## config.mk

```make
export PLATFORM = sky130hd
export DESIGN_NAME = ps2_host_ctrl_flat
export DESIGN_NICKNAME = d
export VERILOG_FILES = /design/src/rtl/ps2_pkg.sv /design/src/rtl/if_wb.sv /design/src/rtl/ps2_sync_edge.sv /design/src/rtl/ps2_host_ctrl.sv /design/src/flat_wrapper.sv
export SDC_FILE = /design/constraint.sdc
export NUM_CORES = 1
export LEC_CHECK = 0
export ABC_AREA = 1
export ABC_CLOCK_PERIOD_IN_PS = 2400
export CAP_MARGIN = 20
export CORE_MARGIN = 3
export CORE_UTILIZATION = 33
export CTS_CLUSTER_SIZE = 30
export DETAILED_ROUTE_END_ITERATION = 10
export SETUP_SLACK_MARGIN = 0.3
export SYNTH_ARGS = -nofsm -noshare
export SYNTH_HDL_FRONTEND = slang
export SYNTH_SLANG_ARGS = --single-unit
```

## constraint.sdc

```tcl
create_clock -name clk_i -period 2.4 [get_ports clk_i]
set_clock_uncertainty 0.1 [all_clocks]
set_input_delay 0.48 -clock clk_i [delete_from_list [all_inputs] [get_ports clk_i]]
set_output_delay 0.48 -clock clk_i [all_outputs]
set_load 0.02 [all_outputs]
```

## src/rtl/ps2_pkg.sv

```systemverilog
// ps2_pkg: shared types and constants for the PS/2 host command path.
//   ctrl_state_e : command sequencer states (S_IDLE is the reset state)
//   bus_state_e  : Wishbone slave access states
//   PS2_CMD_* / PS2_RESP_* : well-known keyboard command and response bytes
//   odd_parity() : PS/2 frame parity bit for a data byte
package ps2_pkg;

  typedef enum bit [3:0] {
    S_IDLE    = 4'd0,
    S_INHIBIT = 4'd1,
    S_START   = 4'd2,
    S_SHIFT   = 4'd3,
    S_ACK     = 4'd4,
    S_RESP    = 4'd5
  } ctrl_state_e;

  typedef enum bit [3:0] {
    S_BIDLE = 4'd0,
    S_BBUSY = 4'd1,
    S_BDONE = 4'd2
  } bus_state_e;

  localparam logic [7:0] PS2_CMD_LEDS    = 8'hED;
  localparam logic [7:0] PS2_CMD_RESET   = 8'hFF;
  localparam logic [7:0] PS2_RESP_ACK    = 8'hFA;
  localparam logic [7:0] PS2_RESP_RESEND = 8'hFE;
  localparam logic [7:0] PS2_RESP_BAT    = 8'hAA;

  // The PS/2 parity bit makes the total count of ones (data + parity) odd.
  function automatic logic odd_parity(input logic [7:0] b);
    return ~^b;
  endfunction

endpackage

```

## src/rtl/if_wb.sv

```systemverilog
// if_wb: minimal 32-bit Wishbone classic bundle.
//   cyc, stb, we, adr, dat_w : master -> slave
//   dat_r, ack, stall        : slave -> master
// Handshake: a transfer is requested while cyc&stb are high; the master
// holds adr/we/dat_w stable until it sees ack (one cycle wide), then drops
// stb; dat_r is valid in the ack cycle.
interface if_wb;
  logic        cyc;
  logic        stb;
  logic        we;
  logic [31:0] adr;
  logic [31:0] dat_w;
  logic [31:0] dat_r;
  logic        ack;
  logic        stall;

  modport slave  (input cyc, stb, we, adr, dat_w, output dat_r, ack, stall);
  modport master (output cyc, stb, we, adr, dat_w, input dat_r, ack, stall);
endinterface

```

## src/rtl/ps2_sync_edge.sv

```systemverilog
// ps2_sync_edge: 3-flop synchronizer for a raw PS/2 pin plus edge detect.
//   clk, rst : system clock, async active-high reset
//   pin      : raw asynchronous pin
//   level    : synchronized pin level
//   rise     : one-cycle strobe on synchronized 0->1
//   fall     : one-cycle strobe on synchronized 1->0
module ps2_sync_edge (
  input  logic clk,
  input  logic rst,
  input  logic pin,
  output logic level,
  output logic rise,
  output logic fall
);

  logic [2:0] sync_q;
  logic       prev_q;

  // Idle PS/2 lines are high, so reset to 1 to avoid a false fall.
  always_ff @(posedge clk or posedge rst) begin
    if (rst) begin
      sync_q <= 3'b111;
      prev_q <= 1'b1;
    end else begin
      sync_q <= {sync_q[1:0], pin};
      prev_q <= sync_q[2];
    end
  end

  assign level = sync_q[2];
  assign rise  = ~prev_q & sync_q[2];
  assign fall  = prev_q & ~sync_q[2];

endmodule

```

## src/rtl/ps2_host_ctrl.sv

```systemverilog
// ps2_host_ctrl: PS/2 host-to-device command sequencer with Wishbone slave.
//   clk_i, rst_i          : system clock, async active-high reset
//   bus                   : Wishbone slave; adr[2]=0 cmd/resp, adr[2]=1 status
//                           status = {busy, ack_err, timeout, resp_valid}
//   ps2_clock_i/ps2_data_i: raw PS/2 pins
//   ps2_clock_oe/data_oe  : 1 = pull the line low (open drain)
//   rx_valid, rx_data     : decoded byte strobe from the receive path
//   rx_hold               : 1 = receive path discards frames in progress
//   ctrl_state            : current sequencer state (debug)
// Build option: define PS2_HOST_RETRY_EN to automatically re-send the
// command when the keyboard answers 0xFE (up to 3 retries).
module ps2_host_ctrl
  import ps2_pkg::*;
#(
  parameter int CLK_HZ     = 50000000,
  parameter int INHIBIT_US = 100,
  parameter int TIMEOUT_MS = 15
) (
  input  logic        clk_i,
  input  logic        rst_i,
  if_wb.slave         bus,
  input  logic        ps2_clock_i,
  input  logic        ps2_data_i,
  output logic        ps2_clock_oe,
  output logic        ps2_data_oe,
  input  logic        rx_valid,
  input  logic [7:0]  rx_data,
  output logic        rx_hold,
  output ctrl_state_e ctrl_state
);

  localparam longint INHIBIT_CYC = longint'(CLK_HZ) / 1000000 * longint'(INHIBIT_US);
  localparam longint TIMEOUT_CYC = longint'(TIMEOUT_MS) * longint'(CLK_HZ) / 1000;
  localparam int IW = $clog2(INHIBIT_CYC + 1);
  localparam int TW = $clog2(TIMEOUT_CYC + 1);
  localparam logic [IW-1:0] INH_LOAD = IW'(INHIBIT_CYC - 1);
  localparam logic [TW-1:0] TMO_LOAD = TW'(TIMEOUT_CYC - 1);

  ctrl_state_e   state;
  bus_state_e    bstate;
  logic [IW-1:0] inh_cnt;
  logic [TW-1:0] tmo_cnt;
  logic [3:0]    bit_cnt;
  logic [7:0]    cmd;
  logic [7:0]    resp;
  logic          resp_valid, ack_err, timeout;
  logic          ack_q;
  logic [31:0]   dat_q;
  logic          clk_fall, data_level, tx_bit, cmd_wr, busy;
  logic [3:0]    status;
  logic          clk_level_unused, clk_rise_unused, data_rise_unused, data_fall_unused;
  logic          bus_unused;
`ifdef PS2_HOST_RETRY_EN
  logic [1:0]    retry_cnt;
`endif

  ps2_sync_edge u_clk_sync (
    .clk(clk_i), .rst(rst_i), .pin(ps2_clock_i),
    .level(clk_level_unused), .rise(clk_rise_unused), .fall(clk_fall)
  );

  ps2_sync_edge u_data_sync (
    .clk(clk_i), .rst(rst_i), .pin(ps2_data_i),
    .level(data_level), .rise(data_rise_unused), .fall(data_fall_unused)
  );

  assign busy       = (state != S_IDLE);
  assign status     = {busy, ack_err, timeout, resp_valid};
  assign ctrl_state = state;
  assign cmd_wr     = (bstate == S_BBUSY) && bus.we && !bus.adr[2];
  assign bus.ack    = ack_q;
  assign bus.dat_r  = dat_q;
  assign bus.stall  = 1'b0;
  assign bus_unused = ^{bus.adr[31:3], bus.adr[1:0], bus.dat_w[31:8], bus.cyc & 1'b0};

  // Bit presented after fall number bit_cnt: d0..d7, parity, then stop (released).
  always_comb begin
    tx_bit = 1'b1;
    if (bit_cnt < 4'd8)       tx_bit = cmd[bit_cnt[2:0]];
    else if (bit_cnt == 4'd8) tx_bit = odd_parity(cmd);
  end

  // Bus access: sample in S_BIDLE, act in S_BBUSY, ack in S_BDONE.
  always_ff @(posedge clk_i or posedge rst_i) begin
    if (rst_i) begin
      bstate <= S_BIDLE;
      ack_q  <= 1'b0;
      dat_q  <= 32'h0;
    end else begin
      case (bstate)
        S_BIDLE: begin
          ack_q <= 1'b0;
          if (bus.cyc && bus.stb) bstate <= S_BBUSY;
        end
        S_BBUSY: begin
          bstate <= S_BDONE;
          ack_q  <= 1'b1;
          dat_q  <= bus.adr[2] ? {28'h0, status} : {24'h0, resp};
        end
        S_BDONE: begin
          bstate <= S_BIDLE;
          ack_q  <= 1'b0;
        end
        default: begin
          bstate <= S_BIDLE;
          ack_q  <= 1'b0;
        end
      endcase
    end
  end

  always_ff @(posedge clk_i or posedge rst_i) begin
    if (rst_i) begin
      state        <= S_IDLE;
      inh_cnt      <= '0;
      tmo_cnt      <= '0;
      bit_cnt      <= 4'd0;
      cmd          <= 8'h00;
      resp         <= 8'h00;
      resp_valid   <= 1'b0;
      ack_err      <= 1'b0;
      timeout      <= 1'b0;
      ps2_clock_oe <= 1'b0;
      ps2_data_oe  <= 1'b0;
      rx_hold      <= 1'b0;
`ifdef PS2_HOST_RETRY_EN
      retry_cnt    <= 2'd0;
`endif
    end else begin
      case (state)
        S_IDLE: begin
          if (cmd_wr) begin
            cmd          <= bus.dat_w[7:0];
            ack_err      <= 1'b0;
            timeout      <= 1'b0;
            resp_valid   <= 1'b0;
            state        <= S_INHIBIT;
            ps2_clock_oe <= 1'b1;
            rx_hold      <= 1'b1;
            inh_cnt      <= INH_LOAD;
`ifdef PS2_HOST_RETRY_EN
            retry_cnt    <= 2'd0;
`endif
          end
        end
        S_INHIBIT: begin
          if (inh_cnt == '0) begin
            // Start bit goes out as the clock is released.
            state        <= S_START;
            ps2_clock_oe <= 1'b0;
            ps2_data_oe  <= 1'b1;
            tmo_cnt      <= TMO_LOAD;
          end else begin
            inh_cnt <= inh_cnt - IW'(1);
          end
        end
        S_START: begin
          state   <= S_SHIFT;
          bit_cnt <= 4'd0;
        end
        S_SHIFT: begin
          if (clk_fall) begin
            ps2_data_oe <= ~tx_bit;
            bit_cnt     <= bit_cnt + 4'd1;
            if (bit_cnt == 4'd9) state <= S_ACK;
          end
        end
        S_ACK: begin
          ps2_data_oe <= 1'b0;
          if (clk_fall) begin
            rx_hold <= 1'b0;
            if (!data_level) begin
              state <= S_RESP;
            end else begin
              ack_err <= 1'b1;
              state   <= S_IDLE;
            end
          end
        end
        S_RESP: begin
          if (rx_valid) begin
`ifdef PS2_HOST_RETRY_EN
            if (rx_data == PS2_RESP_RESEND && retry_cnt != 2'd3) begin
              retry_cnt    <= retry_cnt + 2'd1;
              state        <= S_INHIBIT;
              ps2_clock_oe <= 1'b1;
              rx_hold      <= 1'b1;
              inh_cnt      <= INH_LOAD;
            end else
`endif
            begin
              resp       <= rx_data;
              resp_valid <= 1'b1;
              state      <= S_IDLE;
            end
          end
        end
        default: state <= S_IDLE;
      endcase

      // Timeout overrides the state actions above, except that a response
      // arriving on the expiry cycle is still accepted.
      if (state == S_START || state == S_SHIFT || state == S_ACK || state == S_RESP) begin
        if (tmo_cnt == '0) begin
          if (!(state == S_RESP && rx_valid)) begin
            timeout      <= 1'b1;
            ps2_clock_oe <= 1'b0;
            ps2_data_oe  <= 1'b0;
            rx_hold      <= 1'b0;
            state        <= S_IDLE;
          end
        end else begin
          tmo_cnt <= tmo_cnt - TW'(1);
        end
      end
    end
  end

endmodule

```

## src/flat_wrapper.sv

```systemverilog
// flat-port wrapper written by rule: the top's interface ports become plain ports
module ps2_host_ctrl_flat import ps2_pkg::*;
#(
  parameter int CLK_HZ     = 50000000,
  parameter int INHIBIT_US = 100,
  parameter int TIMEOUT_MS = 15
)
  (clk_i, rst_i, ps2_clock_i, ps2_data_i, ps2_clock_oe, ps2_data_oe, rx_valid, rx_data, rx_hold, ctrl_state, bus_cyc, bus_stb, bus_we, bus_adr, bus_dat_w, bus_dat_r, bus_ack, bus_stall);
  if_wb bus_i ();
  input  logic clk_i;
  input  logic rst_i;
  input  logic ps2_clock_i;
  input  logic ps2_data_i;
  output logic ps2_clock_oe;
  output logic ps2_data_oe;
  input  logic rx_valid;
  input  logic [7:0] rx_data;
  output logic rx_hold;
  output ctrl_state_e ctrl_state;
  input wire logic [$bits(bus_i.cyc)-1:0] bus_cyc;
  input wire logic [$bits(bus_i.stb)-1:0] bus_stb;
  input wire logic [$bits(bus_i.we)-1:0] bus_we;
  input wire logic [$bits(bus_i.adr)-1:0] bus_adr;
  input wire logic [$bits(bus_i.dat_w)-1:0] bus_dat_w;
  output wire logic [$bits(bus_i.dat_r)-1:0] bus_dat_r;
  output wire logic [$bits(bus_i.ack)-1:0] bus_ack;
  output wire logic [$bits(bus_i.stall)-1:0] bus_stall;
  assign bus_i.cyc = bus_cyc;
  assign bus_i.stb = bus_stb;
  assign bus_i.we = bus_we;
  assign bus_i.adr = bus_adr;
  assign bus_i.dat_w = bus_dat_w;
  assign bus_dat_r = bus_i.dat_r;
  assign bus_ack = bus_i.ack;
  assign bus_stall = bus_i.stall;
  ps2_host_ctrl #(.CLK_HZ(CLK_HZ), .INHIBIT_US(INHIBIT_US), .TIMEOUT_MS(TIMEOUT_MS)) u_core (.clk_i(clk_i), .rst_i(rst_i), .bus(bus_i), .ps2_clock_i(ps2_clock_i), .ps2_data_i(ps2_data_i), .ps2_clock_oe(ps2_clock_oe), .ps2_data_oe(ps2_data_oe), .rx_valid(rx_valid), .rx_data(rx_data), .rx_hold(rx_hold), .ctrl_state(ctrl_state));
endmodule
```

==> impl_metrics.toml, run 1 <==
[finish]
syn_to_final_growth_pct = 20.0
seq_area_mm2 = 0.00204
multi_input_area_mm2 = 0.00195
n_antenna_cell = 0
final_core_util_pct = 41.0
final_area_mm2 = 0.00526
n_fill_cell = 1298
drive_gt1_share_pct = 8.90
nets = 698

[worst_setup_path]
r2r-start = "u_core.inh_cnt[1]"
ff2ff_setup_slack_ns = 0.50
crit_cells = 1
crit_chain = "clkdlybuf4s50_1"
r2r_cells = 9
crit_start = "u_core.ctrl_state[0]"
worstSetupPathType = "flop to primary output"
arrival_ns = 1.43
cpMaxStageDelayCell = "clkdlybuf4s50_1"
rr_endpoint = "u_core.tmo_cnt[19]"
cp_data_required_time_ns = 1.82
crit_fanout = 7
cp-end-kind = "primary output"
worstSetupStartpointType = "flop"
crit_end = "ctrl_state[0]"
critPathTopFamily = "buffers and inverters"
cp_num_buf_inv = 1
critPathMaxStageDelay_ns = 0.63

[detailed_routing]
drc_errors = 0
wirelength_um = 9170
ant_nets = 0
viasPerCell = 4.50
drt_iter0_drc = 167
vias = 3556
wire_per_inst_um = 11.6
firstDrtPassIters = 4

[sta]
slew_violations = 0
worst_hold_slack_ns = 0.256
fmax_ghz = 0.497
grt_setup_unrepaired = "no"
setup-tns-final_ns = 0
finalSetupViolations = 0
period_needed_ns = 2.01
post-route-period-util_pct = 83.9
finalHoldViolations = 0

[synth]
ys_seq_area_share_pct = 46.4
synth_mux_area_share_pct = 0
synth_ff_type = "dfrtp_1"
synth_top_area_cell = "dfrtp_1"
yosys_warnings = 0
syn_inst = 562
async_flop_share_pct = 100
synthAdderAreaFrac_pct = 1.43
synthSimpleGateAreaFrac_pct = 28.1
ys_top_cells_by_area = "dfrtp_1 (42%), nand2_1 (13%), nor2_1 (6.2%)"
synth-compound-area-share_pct = 8.88
yosysMostFrequentCell = "nand2_1"
synth_top_area_share_pct = 42.2
avgSynthCellArea_um2 = 7.80
syn-cell-area_mm2 = 0.00438
synth_xor_area_share_pct = 3.60
synth_edf_count = 0
yosys.cell_types.count = 33
ys_seq_elements = 81
synthTopCellsByCount = "nand2_1 (151), dfrtp_1 (74), nor2_1 (72), inv_1 (64), o21ai_0 (33)"
synth_top_family_by_area = "simple AND/OR/NAND/NOR gates"

[grt]
antenna_found_initial = 0
gr-usage-all-layers_pct = 13.3
grt_pass1_vias = 3445
grt_pass1_wl_um = 15800
grt_max_degree = 50
overflow = 0

[power_and_ir_drop]
peakVddDrop_v = 0.000379
swShare_pct = 29.0
combPwrFrac_pct = 16.1
seq_power_share_pct = 44.5
finalPower_mw = 3.62
power_density_mw_per_mm2 = 688
switchingPower_mw = 1.05
internal_power_mw = 2.57
p_leak_nw = 2.66
power.share.clock_pct = 39.4

[clock_network]
cts_buffer_depth = 2
clkTransAtPathRegs_ns = 0.06
cts_root_buf = "clkbuf_16"
tritoncts = "done"
clk_latency_ns = 0.34
numCtsBuffers = 9
htree_levels = 3
cts-hold-fix-buffers = 0
cts_sinks = 81

[floorplan]
die_h_um = 121
io_pins = 121
rows = 41
dieArea_mm2 = 0.0147
core_mm2 = 0.0128
die_x_um = 121
start_util_pct = 34.2

[placement]
io_buffers = 40
dp.final_hpwl_um = 6970
gp_congestion = 0.912
dpl_cell_area_mm2 = 0.00493

[flow_run]
cap_violations = 0

[min_path]
holdCritPathClass = "flop to flop"

[outcome]
status = "complete, no violations"
## worst min path at each step
stage                                 start                      endpoint  slack [ns]  cells after the start
6_report       u_core.u_data_sync.sync_q[0]  u_core.u_data_sync.sync_q[1]        0.26                      0
5_1_grt         u_core.u_clk_sync.sync_q[0]   u_core.u_clk_sync.sync_q[1]        0.26                      0
4_1_cts        u_core.u_data_sync.sync_q[0]  u_core.u_data_sync.sync_q[1]        0.26                      0
3_5_place_dp   u_core.u_data_sync.sync_q[0]  u_core.u_data_sync.sync_q[1]        0.25                      0
3_3_place_gp    u_core.u_clk_sync.sync_q[1]   u_core.u_clk_sync.sync_q[2]        0.25                      0
2_1_floorplan   u_core.u_clk_sync.sync_q[0]   u_core.u_clk_sync.sync_q[1]        0.25                      0
## state kept, by name (all words and copies together), names as in the netlist
name                       flops
u_core.tmo_cnt                20
u_core.inh_cnt                13
u_core.bus.dat_r               8
u_core.cmd                     8
u_core.resp                    8
u_core.bit_cnt                 4
u_core.ctrl_state              4
u_core.u_clk_sync.sync_q       3
u_core.u_data_sync.sync_q      3
u_core.bstate                  2
u_core.ack_err                 1
u_core.bus.ack                 1
u_core.ps2_clock_oe            1
u_core.ps2_data_oe             1
u_core.resp_valid              1
u_core.rx_hold                 1
u_core.timeout                 1
u_core.u_clk_sync.prev_q       1
## cell families after synthesis
group | after synthesis
compound gates | 71
xor+xnor | 18
fa+ha+maj | 5
buf+inv | 101
flops | 81
other cells | 1
simple gates | 285
## layer usage
metal	vias to the layer above	part of all wire [%]	GRT usage (%)
li1	1840	-	-
met1	1642	47	17.5
met2	60	46	21.1
met3	14	4.8	3.45
met4	0	2.0	4.83
met5	-	0	0
## metrics by stage
step,std cells,setup WS [ns]
global route,790,0.324
CTS,790,0.328
finish,790,0.387
detailed placement,774,0.190
floorplan,587,0.694
global placement,774,0.208
## cell usage in the layout (no fill, tap or decap), types with 7 or more instances in the layout
cell / count
nand2_1: 150
dfrtp_1: 73
nor2_1: 71
inv_1: 63
clkdlybuf4s50_1: 40
o21ai_0: 33
nand3_1: 26
conb_1: 26
a21oi_1: 14
xor2_1: 13
nand4_1: 9
clkbuf_16: 9
o22ai_1: 8
dfstp_2: 7
## power by group through the flow
stage	combinational (mW)	sequential, mW	clock, mW
CTS	0.593	1.61	1.46
global placement	0.578	1.63	0
floorplan	0.384	1.65	0
global route	0.669	1.63	1.51
finish	0.583	1.61	1.42
detailed placement	0.589	1.64	0
## what timing repair did
item / CTS / global route
endpoints found under the setup margin: 1 / 19
cloned: 0 / 0
buffers inserted: 0 / 0
gates resized for setup: 1 / 5
## layout make-up
cell class | count | share of cell area, %
clock buffer | 9 | 4.28
inverter | 68 | 4.97
timing repair buffer | 48 | 9.23
multi-input combinational | 405 | 37.1
tap | 172 | 4.09
clock inverter | 7 | 1.59
sequential | 81 | 38.7
Note: power is estimated with default switching activity, not from simulation.
==> run 2: changes to the inputs <==
--- a/config.mk
+++ b/config.mk
@@ -6,7 +6,7 @@
 export NUM_CORES = 1
 export LEC_CHECK = 0
 export ABC_AREA = 1
-export ABC_CLOCK_PERIOD_IN_PS = 2400
+export ABC_CLOCK_PERIOD_IN_PS = 1600
 export CAP_MARGIN = 20
 export CORE_MARGIN = 3
 export CORE_UTILIZATION = 33
==> constraint.sdc (replaced) <==
create_clock -name clk_i -period 1.6 [get_ports clk_i]
set_clock_uncertainty 0.1 [all_clocks]
set_input_delay 0.32 -clock clk_i [delete_from_list [all_inputs] [get_ports clk_i]]
set_output_delay 0.32 -clock clk_i [all_outputs]
set_load 0.02 [all_outputs]
==> impl_metrics.toml, run 2 (synthesized netlist as in run 1, its figures left out) <==
[floorplan]
io_pins = 121
core_mm2 = 0.0128
dieArea_mm2 = 0.0147
start_util_pct = 34.2
die_h_um = 121
rows = 41
die_x_um = 121

[worst_setup_path]
worstSetupStartpointType = "flop"
crit_fanout = 6
worstSetupPathType = "flop to flop"
cp-end-kind = "flop"
cp_data_required_time_ns = 1.74
arrival_ns = 1.84

[power_and_ir_drop]
swShare_pct = 30.9
switchingPower_mw = 1.74
peakVddDrop_v = 0.000745
power.share.clock_pct = 34.9
seq_power_share_pct = 43.0
p_leak_nw = 3.50
combPwrFrac_pct = 22.1
finalPower_mw = 5.62
power_density_mw_per_mm2 = 799
internal_power_mw = 3.88

[sta]
period_needed_ns = 1.70
setup-tns-final_ns = -0.699
fmax_ghz = 0.588
grt_setup_unrepaired = "yes"
finalHoldViolations = 0
slew_violations = 0
final.setup.worst_slack_ns = -0.102
finalSetupViolations = 23
post-route-period-util_pct = 106

[finish]
finalNonFillerCells = 909
final_cell_mix = "nand2_1 (100), buf_4 (83), dfrtp_1 (68)"
n_fill_cell = 1133
syn_to_final_growth_pct = 60.3
reg.largest.list = "u_core.tmo_cnt: 20 flops, u_core.inh_cnt: 13 flops"
n_antenna_cell = 0
nets = 817
drive_gt1_share_pct = 45.9
mostFrequentLayoutCell = "nand2_1"
largest_reg_flops = 20
final_area_mm2 = 0.00703
top_register = "u_core.tmo_cnt"

[outcome]
violations = "negative setup slack"
status = "complete, but fails checks"

[clock_network]
cts-hold-fix-buffers = 0
cts_sinks = 81
clkTransAtPathRegs_ns = 0.06
numCtsBuffers = 9
cts_buffer_depth = 2
htree_levels = 3
tritoncts = "done"
cts_root_buf = "clkbuf_16"
clk_latency_ns = 0.35

[placement]
dp_slack_ns = -0.253
gp_congestion = 0.873
dpl_cell_area_mm2 = 0.00556
dp.final_hpwl_um = 7450
io_buffers = 40
place_inst = 853

[grt]
grt_pass1_wl_um = 19200
gr-usage-all-layers_pct = 16.3
grt_max_degree = 61
grt_pass1_vias = 4152
overflow = 0
antenna_found_initial = 0

[detailed_routing]
drt_iter0_drc = 168
wire_per_inst_um = 13.4
wirelength_um = 12200
vias = 4203
ant_nets = 0
firstDrtPassIters = 4
drc_errors = 0
viasPerCell = 4.62

[flow_run]
cap_violations = 0

[min_path]
holdCritPathClass = "flop to flop"
## run 2: cell count changes in the layout (fill, tap and decap cells not counted), moves of 34 or more
cell,previous run,this run
nor2_1,71,35
nand2_1,150,100
buf_6,0,52
nand2_2,2,36
buf_4,6,83
## run 2: cell type report
class                   instances  area (um2)  area share (%)
clock inverters                 7        55.1           0.784
flip-flops and latches         81        2040            29.1
inverters                      68         282            4.01
repair inverters                1        11.3           0.160
repair buffers                165        1540            21.9
well taps                     172         215            3.06
clock buffers                   9         225            3.21
multi-input cells             406        2660            37.8
## run 2: metrics by stage
step	utilization, %	hold slack [ns]
5_1_grt	54.8	0.259
2_1_floorplan	-	0.224
3_5_place_dp	43.4	0.247
6_report	54.8	0.256
4_1_cts	50.5	0.256
3_3_place_gp	43.4	0.246
## run 2: path summary, 6_finish.rpt
| path | end | startpoint | cells past startpoint | slack, ns |
|---|---|---|---|---|
| hold / removal | u_core.u_data_sync.sync_q[1] | u_core.u_data_sync.sync_q[0] | 0 | 0.26 |
| setup / recovery | u_core.inh_cnt[3] | u_core.ctrl_state[3] | 8 | -0.10 |
| min in group asynchronous | u_core.resp[7] | rst_i | 3 | 0.31 |
| max in group asynchronous | u_core.u_data_sync.sync_q[0] | rst_i | 3 | 0.76 |
| setup reg to reg | u_core.inh_cnt[3] | u_core.ctrl_state[3] | 8 | -0.10 |
| hold reg to reg | u_core.u_data_sync.sync_q[1] | u_core.u_data_sync.sync_q[0] | 0 | 0.26 |
## run 2: power groups by stage
stage	combinational (mW)	clock (mW)	sequential (mW)
floorplan	0.584	0	2.48
global placement	1.00	0	2.42
detailed placement	1.02	0	2.42
CTS	1.14	2.00	2.40
global route	1.38	2.09	2.44
finish	1.24	1.96	2.42
## run 2: timing repair
action / 4_1_cts / 5_1_grt
setup buffers: 19 / 17
cloned: 4 / 0
setup endpoints to repair: 79 / 79
resized for setup: 236 / 122
pin swaps: 34 / 51
## run 2: critical path, stage by stage (launching register included)
cell     delay (ns)
dfrtp_2        0.44
nor2_4         0.16
nand2_4        0.10
nor2_4         0.20
nand3_4        0.13
nand2_8        0.13
inv_8          0.06
o21ai_1        0.19
a21oi_2        0.08
## run 2: metal layers
layer  up-vias  routed length (um)  GRT usage [%]
met3        21                 444           4.43
met2        72                6410           28.0
li1       2079                   -              -
met5         -                   0              0
met1      2031                5070           19.7
met4         0                 228           5.39
